===== config.mk =====
export PLATFORM = sky130hd
export DESIGN_NAME = arp_lookup_reply_tracker
export DESIGN_NICKNAME = d
export VERILOG_FILES = /design/src/rtl/arp_lookup_reply_tracker_pkg.sv /design/src/rtl/arp_lookup_reply_tracker_meta_reg_slice.sv /design/src/rtl/arp_lookup_reply_tracker.sv
export SDC_FILE = /design/constraint.sdc
export NUM_CORES = 1
export LEC_CHECK = 0
export ABC_AREA = 1
export CORE_MARGIN = 2
export CORE_UTILIZATION = 38
export CTS_CLUSTER_SIZE = 10
export DETAILED_ROUTE_END_ITERATION = 8
export DONT_BUFFER_PORTS = 1
export GPL_TIMING_DRIVEN = 1
export PLACE_DENSITY = 0.55
export SLEW_MARGIN = 20
export SYNTH_ARGS = -nofsm -noshare
export SYNTH_HDL_FRONTEND = slang
export SYNTH_SLANG_ARGS = --single-unit

===== constraint.sdc =====
create_clock -name aclk -period 4.1 [get_ports aclk]
set_input_delay 0.82 -clock aclk [delete_from_list [all_inputs] [get_ports aclk]]
set_output_delay 0.82 -clock aclk [all_outputs]
set_load 0.005 [all_outputs]

===== src/rtl/arp_lookup_reply_tracker_pkg.sv =====
// Shared widths and reply layouts for the ARP lookup reply tracker.
// Stack replies carry {hit, MAC}; user replies add the looked-up IP and a timeout flag.
package arp_lookup_reply_tracker_pkg;

    localparam int ARP_LUP_REQ_BITS   = 32;
    localparam int ARP_LUP_RSP_BITS   = 56;
    localparam int ARP_LUP_RSP_U_BITS = 96;

    typedef struct packed {
        logic [6:0]  rsvd;
        logic        hit;
        logic [47:0] mac;
    } arp_lup_rsp_t;

    typedef struct packed {
        logic [31:0] ip;
        logic [13:0] rsvd;
        logic        timeout;
        logic        hit;
        logic [47:0] mac;
    } arp_lup_rsp_u_t;

    function automatic arp_lup_rsp_u_t make_user_rsp(
        input logic [31:0] ip,
        input logic        timeout,
        input logic        hit,
        input logic [47:0] mac
    );
        arp_lup_rsp_u_t r;
        r.ip      = ip;
        r.rsvd    = '0;
        r.timeout = timeout;
        r.hit     = hit;
        r.mac     = mac;
        return r;
    endfunction

endpackage


===== src/rtl/arp_lookup_reply_tracker_meta_reg_slice.sv =====
// Two-entry valid/ready register slice: registered valid, data and ready,
// one transfer per cycle sustained; the skid entry absorbs the registered-ready lag.
module meta_reg_slice
    import arp_lookup_reply_tracker_pkg::*;
#(
    parameter int DATA_BITS = ARP_LUP_RSP_U_BITS
) (
    input  logic                 aclk,
    input  logic                 aresetn,
    input  logic                 s_valid_i,
    output logic                 s_ready_o,
    input  logic [DATA_BITS-1:0] s_data_i,
    output logic                 m_valid_o,
    input  logic                 m_ready_i,
    output logic [DATA_BITS-1:0] m_data_o
);

    logic                 main_valid_q, main_valid_d;
    logic [DATA_BITS-1:0] main_data_q, main_data_d;
    logic                 skid_valid_q, skid_valid_d;
    logic [DATA_BITS-1:0] skid_data_q, skid_data_d;
    logic                 push;

    assign s_ready_o = !skid_valid_q;
    assign m_valid_o = main_valid_q;
    assign m_data_o  = main_data_q;
    assign push      = s_valid_i && !skid_valid_q;

    always_comb begin
        main_valid_d = main_valid_q;
        main_data_d  = main_data_q;
        skid_valid_d = skid_valid_q;
        skid_data_d  = skid_data_q;
        if (!main_valid_q || m_ready_i) begin
            if (skid_valid_q) begin
                main_valid_d = 1'b1;
                main_data_d  = skid_data_q;
                skid_valid_d = 1'b0;
            end else begin
                main_valid_d = push;
                if (push) begin
                    main_data_d = s_data_i;
                end
            end
        end else if (push) begin
            // Downstream stalled while ready was still advertised: park in skid.
            skid_valid_d = 1'b1;
            skid_data_d  = s_data_i;
        end
    end

    always_ff @(posedge aclk or negedge aresetn) begin
        if (!aresetn) begin
            main_valid_q <= 1'b0;
            main_data_q  <= '0;
            skid_valid_q <= 1'b0;
            skid_data_q  <= '0;
        end else begin
            main_valid_q <= main_valid_d;
            main_data_q  <= main_data_d;
            skid_valid_q <= skid_valid_d;
            skid_data_q  <= skid_data_d;
        end
    end

endmodule


===== src/rtl/arp_lookup_reply_tracker.sv =====
// Pairs stack ARP replies with the IPs of in-flight lookups, in request order,
// answering overdue lookups with a timeout reply and discarding late/spurious ones.
module arp_lookup_reply_tracker
    import arp_lookup_reply_tracker_pkg::*;
#(
    parameter int N_STAGES       = 2,
    parameter int N_OUTSTANDING  = 4,
    parameter int TIMEOUT_CYCLES = 65536
) (
    input  logic                          aclk,
    input  logic                          aresetn,
    // Handshakes: a transfer occurs on a rising edge where valid and ready are both
    // high; once valid is raised it stays high with stable data until that transfer.
    input  logic                          s_arp_lookup_request_u_valid_i,
    output logic                          s_arp_lookup_request_u_ready_o,
    input  logic [ARP_LUP_REQ_BITS-1:0]   s_arp_lookup_request_u_data_i,
    output logic                          m_arp_lookup_request_n_valid_o,
    input  logic                          m_arp_lookup_request_n_ready_i,
    output logic [ARP_LUP_REQ_BITS-1:0]   m_arp_lookup_request_n_data_o,
    input  logic                          s_arp_lookup_reply_n_valid_i,
    output logic                          s_arp_lookup_reply_n_ready_o,
    input  logic [ARP_LUP_RSP_BITS-1:0]   s_arp_lookup_reply_n_data_i,
    output logic                          m_arp_lookup_reply_u_valid_o,
    input  logic                          m_arp_lookup_reply_u_ready_i,
    output logic [ARP_LUP_RSP_U_BITS-1:0] m_arp_lookup_reply_u_data_o,
    output logic [31:0]                   m_timeout_cnt_o,
    output logic [31:0]                   m_spurious_cnt_o
);

    localparam int AW   = $clog2(N_OUTSTANDING);
    localparam int PW   = AW + 1;
    localparam int DW   = AW + 1;
    localparam int AGEW = $clog2(TIMEOUT_CYCLES + 1);
    localparam logic [AGEW-1:0] AGE_MAX  = AGEW'(TIMEOUT_CYCLES);
    localparam logic [DW-1:0]   DROP_MAX = '1;

    logic [ARP_LUP_REQ_BITS-1:0] q_mem [N_OUTSTANDING];
    logic [PW-1:0]   wr_ptr_q, wr_ptr_d, rd_ptr_q, rd_ptr_d;
    logic [AGEW-1:0] age_q, age_d;
    logic [DW-1:0]   drop_cnt_q, drop_cnt_d;
    logic [31:0]     timeout_cnt_q, timeout_cnt_d, spurious_cnt_q, spurious_cnt_d;
    arp_lup_rsp_u_t  oreg_q, oreg_d;
    logic            oreg_valid_q, oreg_valid_d;

    logic         full, empty, push, pop;
    logic         slice_ready, oreg_can_load;
    logic         rsp_hs, rsp_pop, rsp_discard, rsp_drop_owed, to_pop;
    logic [31:0]  head_ip;
    arp_lup_rsp_t rsp_in;
    logic         rsp_rsvd_unused;

    assign full  = (wr_ptr_q[AW] != rd_ptr_q[AW]) && (wr_ptr_q[AW-1:0] == rd_ptr_q[AW-1:0]);
    assign empty = (wr_ptr_q == rd_ptr_q);
    assign head_ip = q_mem[rd_ptr_q[AW-1:0]];

    assign s_arp_lookup_request_u_ready_o = m_arp_lookup_request_n_ready_i && !full;
    assign m_arp_lookup_request_n_valid_o = s_arp_lookup_request_u_valid_i && !full;
    assign m_arp_lookup_request_n_data_o  = s_arp_lookup_request_u_data_i;
    assign push = s_arp_lookup_request_u_valid_i && m_arp_lookup_request_n_ready_i && !full;

    assign rsp_in          = arp_lup_rsp_t'(s_arp_lookup_reply_n_data_i);
    assign rsp_rsvd_unused = ^rsp_in.rsvd;

    assign oreg_can_load = !oreg_valid_q || slice_ready;
    assign s_arp_lookup_reply_n_ready_o = oreg_can_load;
    assign rsp_hs        = s_arp_lookup_reply_n_valid_i && oreg_can_load;
    assign rsp_drop_owed = rsp_hs && (drop_cnt_q != '0);
    assign rsp_pop       = rsp_hs && (drop_cnt_q == '0) && !empty;
    assign rsp_discard   = rsp_hs && !rsp_pop;
    // A real reply wins; the timeout is re-evaluated next cycle on the new head.
    assign to_pop        = !rsp_hs && oreg_can_load && !empty && (age_q == AGE_MAX);
    assign pop           = rsp_pop || to_pop;

    always_comb begin
        wr_ptr_d       = wr_ptr_q;
        rd_ptr_d       = rd_ptr_q;
        age_d          = age_q;
        drop_cnt_d     = drop_cnt_q;
        timeout_cnt_d  = timeout_cnt_q;
        spurious_cnt_d = spurious_cnt_q;
        oreg_d         = oreg_q;
        oreg_valid_d   = oreg_valid_q;

        if (push) wr_ptr_d = wr_ptr_q + PW'(1);
        if (pop)  rd_ptr_d = rd_ptr_q + PW'(1);

        if (empty || pop) begin
            age_d = '0;
        end else if (age_q != AGE_MAX) begin
            age_d = age_q + AGEW'(1);
        end

        if (rsp_drop_owed) drop_cnt_d = drop_cnt_q - DW'(1);
        if (to_pop && drop_cnt_q != DROP_MAX) drop_cnt_d = drop_cnt_q + DW'(1);
        if (to_pop) timeout_cnt_d = timeout_cnt_q + 32'd1;
        if (rsp_discard) spurious_cnt_d = spurious_cnt_q + 32'd1;

        if (rsp_pop) begin
            oreg_d       = make_user_rsp(head_ip, 1'b0, rsp_in.hit, rsp_in.mac);
            oreg_valid_d = 1'b1;
        end else if (to_pop) begin
            oreg_d       = make_user_rsp(head_ip, 1'b1, 1'b0, 48'h0);
            oreg_valid_d = 1'b1;
        end else if (slice_ready) begin
            oreg_valid_d = 1'b0;
        end
    end

    always_ff @(posedge aclk or negedge aresetn) begin
        if (!aresetn) begin
            wr_ptr_q       <= '0;
            rd_ptr_q       <= '0;
            age_q          <= '0;
            drop_cnt_q     <= '0;
            timeout_cnt_q  <= '0;
            spurious_cnt_q <= '0;
            oreg_q         <= '0;
            oreg_valid_q   <= 1'b0;
        end else begin
            wr_ptr_q       <= wr_ptr_d;
            rd_ptr_q       <= rd_ptr_d;
            age_q          <= age_d;
            drop_cnt_q     <= drop_cnt_d;
            timeout_cnt_q  <= timeout_cnt_d;
            spurious_cnt_q <= spurious_cnt_d;
            oreg_q         <= oreg_d;
            oreg_valid_q   <= oreg_valid_d;
        end
    end

    always_ff @(posedge aclk) begin
        if (push) q_mem[wr_ptr_q[AW-1:0]] <= s_arp_lookup_request_u_data_i;
    end

    assign m_timeout_cnt_o  = timeout_cnt_q;
    assign m_spurious_cnt_o = spurious_cnt_q;

    logic [N_STAGES:0]           link_valid, link_ready;
    logic [ARP_LUP_RSP_U_BITS-1:0] link_data [N_STAGES+1];

    assign link_valid[0]           = oreg_valid_q;
    assign link_data[0]            = oreg_q;
    assign slice_ready             = link_ready[0];
    assign link_ready[N_STAGES]    = m_arp_lookup_reply_u_ready_i;
    assign m_arp_lookup_reply_u_valid_o = link_valid[N_STAGES];
    assign m_arp_lookup_reply_u_data_o  = link_data[N_STAGES];

    for (genvar g = 0; g < N_STAGES; g++) begin : g_slice
        meta_reg_slice #(
            .DATA_BITS (ARP_LUP_RSP_U_BITS)
        ) u_slice (
            .aclk      (aclk),
            .aresetn   (aresetn),
            .s_valid_i (link_valid[g]),
            .s_ready_o (link_ready[g]),
            .s_data_i  (link_data[g]),
            .m_valid_o (link_valid[g+1]),
            .m_ready_i (link_ready[g+1]),
            .m_data_o  (link_data[g+1])
        );
    end

endmodule


==> flow_metrics.tcl <==
set metrics [dict create \
    fmaxAchievable_mhz 377 \
    run_status "finished, violations left" \
    worstSetupEndpointType "flip-flop" \
    grt.overflow.total 0 \
    grt_start_max_net_pins 506 \
    critPathKind "flip-flop to flip-flop" \
    report.final.setup_viol 0 \
    worst-path-max-fanout 99 \
    met3WireLength_mm 3.59 \
    leakagePower_nw 13.0 \
    violated_checks "negative hold slack" \
    cts_repair_resizes 0 \
    mostFrequentLayoutCells "nand2_1, dfrtp_1, o21ai_0" \
    nNetsFinal 2963 \
    vdd_ir_drop_max_uv 408 \
    cts.sinks 633 \
    top_layer "met4" \
    area_delta_synth_final_pct 11.1 \
    setup-tns-final_ps 0 \
    slew_viol_final 0 \
    postSynthAreaPerCell_um2 9.27 \
    dpl.hpwl_mm 40.4 \
    rsz0062_at_grt "false" \
    timing.hold.worst.class "input port to asynchronous set/reset pin" \
    floorplan.die_area_mm2 0.0738 \
    detail-route-antenna-nets 0 \
    drc 0 \
    ys_seq_elements 633 \
    worst_skew_pair.late_latency_ps 630 \
    number_of_buffers_between_clock_root_and_the_deepest_sink 3 \
    io_buffers 0 \
    min_period_ps 2650 \
    grt_antenna_before_repair 2 \
    final_critical_path_setup_slack_ps 1450 \
    netlist_area_mm2 0.0272 \
    floorplan.die.height_um 272 \
    cts_tree "yes" \
    boundaryPins 290 \
    power_per_cell_area_mw_per_mm2 684 \
    via_count_of_the_first_global_routing_pass 18500 \
    route.detailed.vias_per_inst 4.91 \
    yosysWarningCount 0 \
    ys_seq_area_share_pct 60.6 \
    dr_wl_met2_mm 30.7 \
    hold_ws_ps -55.3 \
    first_iter_violations 1258 \
    cp_required_ps 4620 \
    max-slew-margin-rel_pct 5.40 \
    cts_made_buffers 78 \
    nFillCells 6866 \
    core_region_area_mm2 0.0712 \
    timing.clock.skew_ps 36.7 \
    vias 18900 \
    postCtsSetupBuffers 0 \
    post_synth_inst_count 2936 \
    count_of_h_tree_levels_built_during_cts 3 \
    first_pass_iters 5 \
    routed_wire_length_per_instance_um 17.0 \
    dp_worst_setup_slack_ps 1380 \
    post_route_cells_drive_above_1_share_pct 6.64 \
    arrival_ps 3170 \
    netlist-cell-type-count 40 \
    maxCapViolations 0 \
    leading_cell_type_in_the_layout_fill_and_taps_excluded "nand2_1" \
    chipWidth_um 272 \
    initial_standard_cell_utilization_of_the_core_pct 38.2 \
    cts.root.buffer_cell "clkbuf_16" \
    gp_congestion 0.854 \
    setup.worst_path.start_class "flip-flop" \
    route.layer.met1.wl_mm 29.7 \
    grt_first_pass_wirelength_mm 105 \
    track_usage_pct 17.9 \
    fp-row-count 98 \
    max_slew.worst_pin.slew_ps 1420 \
    post-route-period-util_pct 64.6 \
    report.final.hold_viol_count 43 \
    wirelength_mm 65.6 \
    cts.clk_slew.worst_paths_ps 50 \
]
## flip-flops by register name (all words and copies together), names as in the netlist, 2 cells and up
register and flops:
g_slice.u_slice.m_data_o 164, link_data 82, m_timeout_cnt_o 32, q_mem 128, age_q 17, g_slice.u_slice.skid_data_q 164, drop_cnt_q 3, g_slice.u_slice.m_valid_o 2
g_slice.u_slice.skid_valid_q 2, wr_ptr_q 3, rd_ptr_q 3, m_spurious_cnt_o 32
## critical path: stages, from the launching register on
cell	delay (ps)
dfrtp_4	720
buf_4	700
nor2_1	220
nor2_4	220
buf_12	340
nor2_1	80
a31oi_1	150
## stage by stage
step / instance area (um2) / util, % / std cells / power [mW] / hold slack, ps
3_3_place_gp: 27800 / 39.0 / 3728 / 14.2 / 466
4_1_cts: 30200 / 42.4 / 3854 / 21.0 / -129
5_1_grt: 30300 / 42.5 / 3856 / 22.2 / -104
6_report: 30300 / 42.5 / 3856 / 20.7 / -55.3
2_1_floorplan: 27300 / - / 2949 / 12.9 / 453
3_5_place_dp: 27800 / 39.0 / 3728 / 14.4 / 473
## where the power goes
group / switching (mW) / leakage (nW) / internal [mW] / total [mW]
clock network: 2.69 / 1.16 / 3.77 / 6.46
logic: 3.07 / 4.35 / 1.64 / 4.70
registers: 1.19 / 7.51 / 8.35 / 9.54
total: 6.95 / 13.0 / 13.8 / 20.7
## synthesized netlist by cell type, drive strengths merged
cell type	number	share of area, %
a21boi	2	0.055
a21oi	9	0.18
a31oi	83	1.9
buf	83	2.1
clkbuf	118	1.6
clkinv	2	0.028
conb	1	0.014
dfrtp	505	46
edfxtp	128	14
fa	1	0.074
ha	9	0.41
inv	250	3.4
nand2	785	11
nand3	41	0.86
nand3b	6	0.17
nand4	11	0.25
nor2	284	4.0
nor3	26	0.48
nor3b	5	0.14
o211ai	82	2.3
o21ai	421	8.0
o22ai	32	0.74
xnor2	16	0.51
xor2	36	1.2
## logic make-up (layout without fill, tap and decap cells)
logic type / after synthesis / count (layout) / share of synthesized area (%)
other: 1 / 15 / 0.0138
and+or+nand+nor: 1158 / 1158 / 16.9
AOI/OAI and AO/OA: 629 / 629 / 13.1
adders and majority gates: 10 / 10 / 0.487
buffers and inverters: 453 / 409 / 7.23
xor gates and xnor gates: 52 / 52 / 1.67
DFF: 633 / 633 / 60.6
## layer usage
layer / vias to the layer above / track usage (%)
met1: 9065 / 23.9
met4: 0 / 5.80
met2: 374 / 28.8
li1: 9395 / -
met5: - / 0
met3: 99 / 3.90
## final cells by class
type / count / area [um2] / share of cell area, %
tap: 950 / 1190 / 3.93
inverter: 252 / 950 / 3.14
sequential: 633 / 16500 / 54.5
antenna: 1 / 2.50 / 0.00827
timing repair buffer: 31 / 344 / 1.14
multi-input combinational: 1863 / 8870 / 29.3
clock inverter: 13 / 240 / 0.794
clock buffer: 113 / 2170 / 7.18
## final timing paths
kind,cells after the start,to,slack [ps],from
worst max-delay path,6,g_slice[1].u_slice.m_data_o[64],1450,g_slice[1].u_slice.skid_valid_q
worst min-delay path,0,g_slice[1].u_slice.skid_data_q[16],-60,aresetn
worst max register to register,6,g_slice[1].u_slice.m_data_o[64],1450,g_slice[1].u_slice.skid_valid_q
worst min register to register,2,g_slice[0].u_slice.skid_data_q[12],480,g_slice[0].u_slice.skid_data_q[12]
max in group asynchronous,0,link_data[222],3040,aresetn
min in group aclk,0,q_mem[1][15],280,s_arp_lookup_request_u_data_i[15]
(Power assumes the default switching activity.)
